--- config.mk ---
export PLATFORM = sky130hd
export DESIGN_NAME = reg_file_bank
export DESIGN_NICKNAME = d
export VERILOG_FILES = /design/src/rtl/reg_file_bank.sv
export SDC_FILE = /design/constraint.sdc
export NUM_CORES = 1
export LEC_CHECK = 0
export ABC_CLOCK_PERIOD_IN_PS = 8100
export BUFFER_PORTS_ARGS = -buffer_cell sky130_fd_sc_hd__buf_4
export CAP_MARGIN = 10
export CORE_ASPECT_RATIO = 1.25
export CORE_UTILIZATION = 50
export CTS_BUF_LIST = sky130_fd_sc_hd__clkbuf_4 sky130_fd_sc_hd__clkbuf_8
export CTS_CLUSTER_DIAMETER = 150
export DETAILED_ROUTE_END_ITERATION = 10
export GPL_TIMING_DRIVEN = 0
export MAX_ROUTING_LAYER = met4
export PLACE_DENSITY_LB_ADDON = 0.2
export REMOVE_ABC_BUFFERS = 1
export SLEW_MARGIN = 20
export SYNTH_ARGS = -nofsm -noshare
export SYNTH_HDL_FRONTEND = slang
export SYNTH_SLANG_ARGS = --single-unit
--- constraint.sdc ---
create_clock -name clk -period 8.1 [get_ports clk]
set_clock_uncertainty 0.2 [all_clocks]
set_input_delay 1.62 -clock clk [delete_from_list [all_inputs] [get_ports clk]]
set_output_delay 1.62 -clock clk [all_outputs]
set_load 0.01 [all_outputs]
--- src/rtl/reg_file_bank.sv ---
// reg_file_bank: multi-ported architectural register file with a post-reset
// clear sweep. Two combinational read ports with write-first bypass, one
// synchronous write port, and register 0 hard-wired to zero.
module reg_file_bank #(
    parameter int XLEN    = 32,
    parameter int NREG    = 32,
    parameter int SP_IDX  = 29,
    parameter int SP_INIT = 252
) (
    input  logic                     clk,
    input  logic                     rst,
    input  logic [$clog2(NREG)-1:0]  rs1,
    input  logic [$clog2(NREG)-1:0]  rs2,
    input  logic [$clog2(NREG)-1:0]  rd,
    input  logic                     wr_en,
    input  logic [XLEN-1:0]          wr_data,
    output logic [XLEN-1:0]          out_rs1,
    output logic [XLEN-1:0]          out_rs2,
    output logic                     busy
);

    localparam int AW = $clog2(NREG);

    // One extra bit so that NREG itself is representable (NREG = 2**AW case).
    localparam logic [AW:0]     NREG_W    = (AW + 1)'(NREG);
    localparam logic [AW-1:0]   LAST_IDX  = AW'(NREG - 1);
    localparam logic [AW-1:0]   SP_IDX_W  = AW'(SP_IDX);
    localparam bit              SP_VALID  = (SP_IDX >= 0) && (SP_IDX < NREG);
    localparam logic [XLEN-1:0] SP_VALUE  = XLEN'(SP_INIT);

    typedef enum logic {
        CLEAR = 1'b0,
        READY = 1'b1
    } state_t;

    state_t          state;
    state_t          state_next;
    logic [AW-1:0]   clr_cnt;
    logic [AW-1:0]   clr_cnt_next;
    logic [XLEN-1:0] clr_value;
    logic            rd_valid;
    logic            user_we;
    logic [XLEN-1:0] regs [NREG];

    // Sweep/ready sequencing: next state, next counter and the busy flag.
    always_comb begin
        // NOTE: every always_comb output gets a default first so no path can infer a latch.
        state_next   = state;
        clr_cnt_next = clr_cnt;
        busy         = 1'b0;
        clr_value    = '0;
        case (state)
            CLEAR: begin
                busy         = 1'b1;
                clr_value    = (SP_VALID && (clr_cnt == SP_IDX_W)) ? SP_VALUE : '0;
                clr_cnt_next = clr_cnt + AW'(1);
                if (clr_cnt == LAST_IDX) begin
                    state_next = READY;
                end
            end
            READY: begin
                // Counter is no longer needed and simply holds.
                clr_cnt_next = clr_cnt;
            end
            default: begin
                state_next = CLEAR;
            end
        endcase
    end

    // State register and sweep counter; reset restarts the sweep at index 0.
    always_ff @(posedge clk) begin
        // NOTE: sequential state uses non-blocking assignments so every flop samples pre-edge values.
        if (rst) begin
            state   <= CLEAR;
            clr_cnt <= '0;
        end else begin
            state   <= state_next;
            clr_cnt <= clr_cnt_next;
        end
    end

    // A user write lands only when ready, for a real (non-zero, in-range) register.
    always_comb begin
        rd_valid = ({1'b0, rd} < NREG_W);
        user_we  = (state == READY) && wr_en && (rd != '0) && rd_valid;
    end

    // Register array storage: sweep writes during CLEAR, user writes during READY.
    always_ff @(posedge clk) begin
        // NOTE: the array has no reset branch; its contents are defined by the sweep instead.
        if (!rst) begin
            if (state == CLEAR) begin
                regs[clr_cnt] <= clr_value;
            end else if (user_we) begin
                regs[rd] <= wr_data;
            end
        end
    end

    // Read port 1: zero for x0, out-of-range or busy; bypass a same-cycle write.
    always_comb begin
        out_rs1 = '0;
        if (!busy && (rs1 != '0) && ({1'b0, rs1} < NREG_W)) begin
            if (user_we && (rd == rs1)) begin
                out_rs1 = wr_data;
            end else begin
                out_rs1 = regs[rs1];
            end
        end
    end

    // Read port 2: same rules as port 1, evaluated independently.
    always_comb begin
        out_rs2 = '0;
        if (!busy && (rs2 != '0) && ({1'b0, rs2} < NREG_W)) begin
            if (user_we && (rd == rs2)) begin
                out_rs2 = wr_data;
            end else begin
                out_rs2 = regs[rs2];
            end
        end
    end

endmodule

==> out/results.tsv, run 1 <==
stage	metric	value	unit
yosys	synth_warnings	0	
sta	tightest_slew	1.10	ns
worst_setup_path	crit_path_end_kind	output pin	
worst_hold_path	worst_hold_path_type	flop to flop	
sta	hold_viol	0	
yosys	ys_seq_area_frac	0.633	
cts	cts_tree	yes	
worst_setup_path	critPathKind	input port to output pin	
placement	pre_cts_ws	0.999	ns
sta	min_period	7.20	ns
worst_hold_path	hp-start	clr_cnt[0]	
cts	cts-htree-levels	4	
cts	cts_setup_buffers	0	
layout	drive_gt1_frac	0.264	
global_routing	grtUsageTotal	0.327	
cts	postCtsHoldBufs	0	
layout	nNetsFinal	3076	
placement	place_hpwl	97.3	mm
floorplanning	rows	127	
drt	routed-via-count	31700	
floorplanning	die_width	281	um
cts	ctsResizeCount	0	
run_status	status	finished, final reports clean	
placement	placed_cells	4152	
floorplanning	initial_core_util	0.506	
sta	setup-tns-final	0	ns
global_routing	antenna_found_initial	3	
yosys	syn_inst	2847	
global_routing	grt_first_pass_wirelength	221	mm
worst_setup_path	cp_data_required_time	6.28	ns
floorplanning	die-area	0.0988	mm2
worst_setup_path	worstReg2RegStart	state	
global_routing	grt_max_degree	69	
worst_setup_path	worstPathMaxFanout	67	
cts	clkTransAtPathRegs	0.06	ns
worst_setup_path	crit_arrival	5.38	ns
sta	max-slew-margin-rel	0.262	
worst_setup_path	crit_buf_inv	4	
sta	holdWs	0.347	ns
floorplanning	chipHeight	351	um
worst_setup_path	cp_top_family	buffers and inverters	
yosys	netlist_area	0.0488	mm2
sta	max_freq	139	MHz
cts	insertion_delay	0.85	ns
drt	wl	156	mm
placement	place_area	0.0536	mm2
floorplanning	io_pins	115	
floorplanning	core	0.0963	mm2
pwr	finalPower	10.8	mW
drt	post_drt_wl_per_cell	35.2	um
layout	area_growth	16.1	%
global_routing	overflow	0	
pwr	leakage	20.3	nW
drt	avgViaCountPerCell	7.15	
worst_setup_path	setup.worst_path.start	rs1[4]	
global_routing	grt_pass1_vias	32700	
placement	place_congestion	0.795	
pwr	vdd_drop_max	182	uV
yosys	ys_seq_elements	1030	
cts	cts_made_buffers	159	
sta	grt_setup_unrepaired	no	
pwr	powerDensity	191	mW/mm2
job	max-cap-violations	0	
drt	route.detailed.drc	0	
cts	cts.path.max_buffers	3	
placement	port_buffers	114	
sta	setup_viol	0	
layout	instances_no_fill	4428	
layout	final_core_util	0.588	
worst_setup_path	worstSetupStartpointType	input port	
worst_setup_path	path_cells	buf_6 > clkinv_4 > nor2_4 > buf_12 > a22oi_1 > a211oi_1 > a211o_1 > buf_4	
sta	setup_ws	0.901	ns
drt	drt_iter0_drc	4001	
yosys	ys_types	49	
drt	dr.pass1.iters	6	
layout	layout_commonest_cell	edfxtp_1	
layout	layout_common_cells	edfxtp_1, mux2i_1, mux4_2, a221oi_1, clkbuf_8	
yosys	post_synth.cell_area_avg	17.1	um2
drt	drtAntennaViolNets	0	
worst_setup_path	cp_slowest_stage_delay	0.90	ns
cts	cts_root_buf	clkbuf_8	
cts	cts.sinks	1030	
layout	post-route-cell-area	0.0566	mm2
sta	timing.final.crit_share	0.889	
worst_setup_path	slowest_stage	nor2_4	
sta	drv_slew	0	
[cell families (layout without fill, tap and decap cells)]
kind of cell,after synthesis,after routing,share of synthesized area
flip-flops,1030,1030,0.633
multiplexers,741,741,0.226
adder cells (fa/ha/maj),3,3,0.000770
other,0,3,0
AND/OR/NAND/NOR,158,158,0.0157
buffers and inverters,248,536,0.0232
AO/OA/AOI/OAI,655,655,0.0990
XOR/XNOR,12,12,0.00216
[report_power, final]
group	internal (mW)	switching, mW	total, mW
Sequential	5.81	0.0170	5.83
Clock	2.15	2.04	4.19
Combinational	0.329	0.479	0.808
Total	8.29	2.54	10.8
[metal layers]
layer | share of wire | GRT usage
met1 | 0.36 | 0.404
met2 | 0.48 | 0.502
met3 | 0.10 | 0.0809
met4 | 0.053 | 0.168
met5 | 0 | -
[cells in the mapped netlist (all sizes together)]
cell | n | area share
a211o | 64 | 0.011
a211oi | 96 | 0.015
a21o | 1 | 0.00015
a21oi | 68 | 0.0070
a221oi | 192 | 0.034
a22oi | 96 | 0.015
a31oi | 4 | 0.0011
and2 | 26 | 0.0033
and3 | 2 | 0.00026
buf | 99 | 0.012
clkbuf | 140 | 0.011
clkinv | 1 | 0.000077
dfxtp | 6 | 0.0025
edfxtp | 1024 | 0.63
ha | 3 | 0.00077
inv | 8 | 0.00062
mux2 | 1 | 0.00023
mux2i | 452 | 0.093
mux4 | 288 | 0.13
nand2 | 27 | 0.0021
nand2b | 3 | 0.00038
nand3 | 4 | 0.00041
nand3b | 1 | 0.00015
nand4 | 2 | 0.00026
nand4b | 1 | 0.00018
nor2 | 47 | 0.0036
nor2b | 3 | 0.00038
nor3 | 36 | 0.0037
nor3b | 2 | 0.00031
nor4 | 1 | 0.00013
o2111a | 1 | 0.00023
o21ai | 97 | 0.010
o22ai | 32 | 0.0041
o311ai | 2 | 0.00051
o31ai | 2 | 0.00031
or2 | 2 | 0.00026
or4 | 1 | 0.00023
xnor2 | 10 | 0.0018
xor2 | 2 | 0.00036
[worst reg2reg max path: cells and delay by family (launching register included)]
| kind | cells | cell delay [ns] |
|---|---|---|
| compound gates | 1 | 0.54 |
| mux | 1 | 0.38 |
| flops | 1 | 0.80 |
| buf+inv | 3 | 0.83 |
| simple gates | 2 | 1.01 |
[final timing paths]
kind                                endpoint  slack, ns  depth (start not counted)
worst min-delay path              clr_cnt[0]       0.35                          2
worst max-delay path             out_rs1[18]       0.90                          8
worst min register to register    clr_cnt[0]       0.35                          2
worst max register to register  regs[15][15]       3.99                          7
[flip-flops by register name (all words and copies together) (netlist names)]
signal,count
clr_cnt,5
regs,1024
state,1
[cell type report]
| cell class | instances | area (um2) |
|---|---|---|
| fillers | 7128 | 39700 |
| flip-flops and latches | 1030 | 30900 |
| multi-input cells | 1569 | 17200 |
| repair buffers | 254 | 3940 |
| clock buffers | 202 | 2560 |
| well taps | 1290 | 1610 |
| clock inverters | 71 | 387 |
| inverters | 9 | 51.3 |
| diodes | 3 | 7.51 |
No activity file was read; power rests on OpenSTA's default activity.
==> run 2: changes to the inputs <==
CELL_PAD_IN_SITES_DETAIL_PLACEMENT = 1   (was unset)
CELL_PAD_IN_SITES_GLOBAL_PLACEMENT = 2   (was unset)
RECOVER_POWER = 100   (was unset)
==> run 2 against run 1 <==
The flow now finishes with violations (capacitance limit, slew limit). Worst setup slack got worse by 0.56 ns. Clock-buffer cell count up 15. Worst hold slack better by 0.0086 ns. Clock power increased by 6.7%. Critical path type is now input port to flop.
==> out/results.tsv, run 2 (synthesized netlist as in run 1, its figures left out) <==
stage	metric	value	unit	change
layout	nNetsFinal	3085		+0.29%
cts	insertion_delay	0.86	ns	about the same
worst_hold_path	worstHoldPathCells	2		unchanged
drt	wl	165	mm	+6.3%
worst_setup_path	setup.worst_path.start	rd[4]		
worst_setup_path	critPathKind	input port to flop		
drt	routed-via-count	31900		+0.63%
cts	cts_root_buf	clkbuf_8		
floorplanning	die-area	0.0988	mm2	unchanged
layout	post-route-cell-area	0.0564	mm2	-0.38%
layout	top_regs	regs x1024, clr_cnt x5, state x1		
sta	min_period	7.76	ns	+0.563 ns
drt	drt_iter0_drc	3475		-13%
drt	drtAntennaViolNets	0		unchanged
cts	cts_made_buffers	161		+1.3%
cts	cts-htree-levels	4		unchanged
worst_hold_path	hold_end	clr_cnt[0]		
global_routing	overflow	0		unchanged
pwr	p_int	8.51	mW	+2.7%
layout	largest_reg_flops	1024		unchanged
worst_setup_path	cp_data_required_time	8.37	ns	+2.09 ns
global_routing	grtUsageTotal	0.349		+0.0224
cts	cts_setup_buffers	0		unchanged
placement	port_buffers	114		unchanged
layout	drive_gt1_frac	0.246		-0.0187
pwr	pwr-share-comb	0.075		about the same
sta	max_freq	129	MHz	-7.3%
worst_setup_path	rr_worst_depth	7		unchanged
placement	place_area	0.0538	mm2	+0.28%
floorplanning	io_pins	115		unchanged
drt	dr.pass1.iters	7		+1
sta	timing.final.crit_share	0.958		+0.0695
worst_setup_path	crit_arrival	8.04	ns	+2.66 ns
pwr	p_sw_frac	0.235		+0.00108
pwr	pwr-share-seq	0.524		-0.014
placement	place_hpwl	106	mm	+9.4%
placement	place_congestion	0.772		-2.9%
layout	area_growth	15.6	%	
cts	cts.sinks	1030		unchanged
pwr	pwr-share-clk	0.402		+0.015
pwr	powerDensity	197	mW/mm2	+3.2%
cts	cts_tree	yes		
global_routing	grt_first_pass_wirelength	236	mm	+7.0%
global_routing	grt_pass1_vias	33900		+3.5%
worst_setup_path	regToRegSetupSlack	0.84	ns	-3.15 ns
sta	tightest_slew	2.87	ns	+1.76 ns
pwr	vdd_drop_max	137	uV	-25%
cts	ctsResizeCount	0		unchanged
layout	regMostFlops	regs		
layout	layout_commonest_cell	edfxtp_1		
sta	setup_viol	0		unchanged
drt	avgViaCountPerCell	7.16		+0.14%
cts	clkTransAtPathRegs	0.06	ns	about the same
floorplanning	initial_core_util	0.506		unchanged
floorplanning	core	0.0963	mm2	unchanged
sta	hold_viol	0		unchanged
pwr	leakage	20.2	nW	-0.59%
worst_setup_path	r2r_end	regs[6][15]		
run_status	violations	capacitance limit, slew limit		
cts	postCtsHoldBufs	0		unchanged
global_routing	antenna_found_initial	3		unchanged
worst_hold_path	hp-start	clr_cnt[0]		
global_routing	grt_max_degree	69		unchanged
job	max-cap-violations	20		+20
run_status	status	finished with violations		
floorplanning	rows	127		unchanged
worst_hold_path	worst_hold_path_type	flop to flop		
worst_setup_path	worstPathMaxFanout	32		-52%
sta	grt_setup_unrepaired	no		
layout	final_core_util	0.585		-0.00222
sta	drv_slew	240		+240
worst_setup_path	worstSetupStartpointType	input port		
drt	route.detailed.drc	0		unchanged
worst_setup_path	worstReg2RegStart	state		
floorplanning	die_width	281	um	unchanged
worst_setup_path	crit_path_end_kind	flop		
floorplanning	chipHeight	351	um	unchanged
cts	cts.path.max_buffers	3		unchanged
layout	layout_common_cells	edfxtp_1, mux2i_1, mux4_2, a221oi_1, clkbuf_8		
sta	max-slew-margin-rel	-0.911		-1.17
drt	post_drt_wl_per_cell	37.2	um	+5.8%
sta	setup-tns-final	0	ns	unchanged
pwr	p_switching	2.62	mW	+3.3%
==> run 2: cell types whose count changed in the layout (fill, tap and decap cells not counted), sizes merged <==
cell | previous run | this run
clkinv | 65 | 62
diode | 3 | 2
bufinv | 3 | 7
buf | 254 | 204
clkbuf | 202 | 274
==> run 2: power by group through the flow <==
stage	registers (mW)	clock network, mW	logic, mW
after CTS	5.83	4.51	0.828
after floorplan	5.94	0	0.366
after detailed placement	5.94	0	0.827
after global placement	5.94	0	0.803
after global routing	5.83	4.71	0.863
final	5.83	4.47	0.829
==> run 2: cell type report <==
cell class	count	area, um2
sequential	1030	30900
antenna	2	5.00
tap	1290	1610
fill	8569	39900
multi-input combinational	1569	16900
clock inverter	72	499
timing repair buffer	261	3730
inverter	9	51.3
clock buffer	217	2670
==> run 2: worst max-delay path, cell delays in order <==
cell	delay, ns
clkbuf_1	0.33
or4_1	0.25
o2111a_1	0.91
clkbuf_1	2.10
mux2i_1	0.43
nand2_1	0.20
nor2_1	0.93
buf_16	0.25
clkbuf_1	0.97
==> run 2: through the flow <==
| stage | instances | setup WS, ns | power [mW] | hold slack [ns] |
|---|---|---|---|---|
| after global routing | 4450 | 0.471 | 11.4 | 0.403 |
| after floorplan | 2608 | 0.317 | 6.30 | 0.294 |
| after global placement | 4012 | -10.16 | 6.74 | 0.331 |
| after CTS | 4448 | 0.876 | 11.2 | 0.351 |
| final | 4450 | 0.338 | 11.1 | 0.356 |
| after detailed placement | 4159 | 0.864 | 6.77 | 0.340 |
==> run 2: routing by layer <==
| metal | vias to the layer above | track usage | part of all wire |
|---|---|---|---|
| li1 | 12600 | - | - |
| met1 | 16900 | 0.441 | 0.38 |
| met2 | 1788 | 0.546 | 0.48 |
| met3 | 515 | 0.0694 | 0.086 |
| met4 | 0 | 0.164 | 0.052 |
| met5 | - | - | 0 |
==> run 2: how the worst max path moves through the flow <==
stage	endpoint
after floorplan	out_rs2[30]
after global placement	out_rs2[26]
after detailed placement	out_rs1[26]
after CTS	out_rs1[26]
after global routing	regs[24][26]
final	regs[6][15]
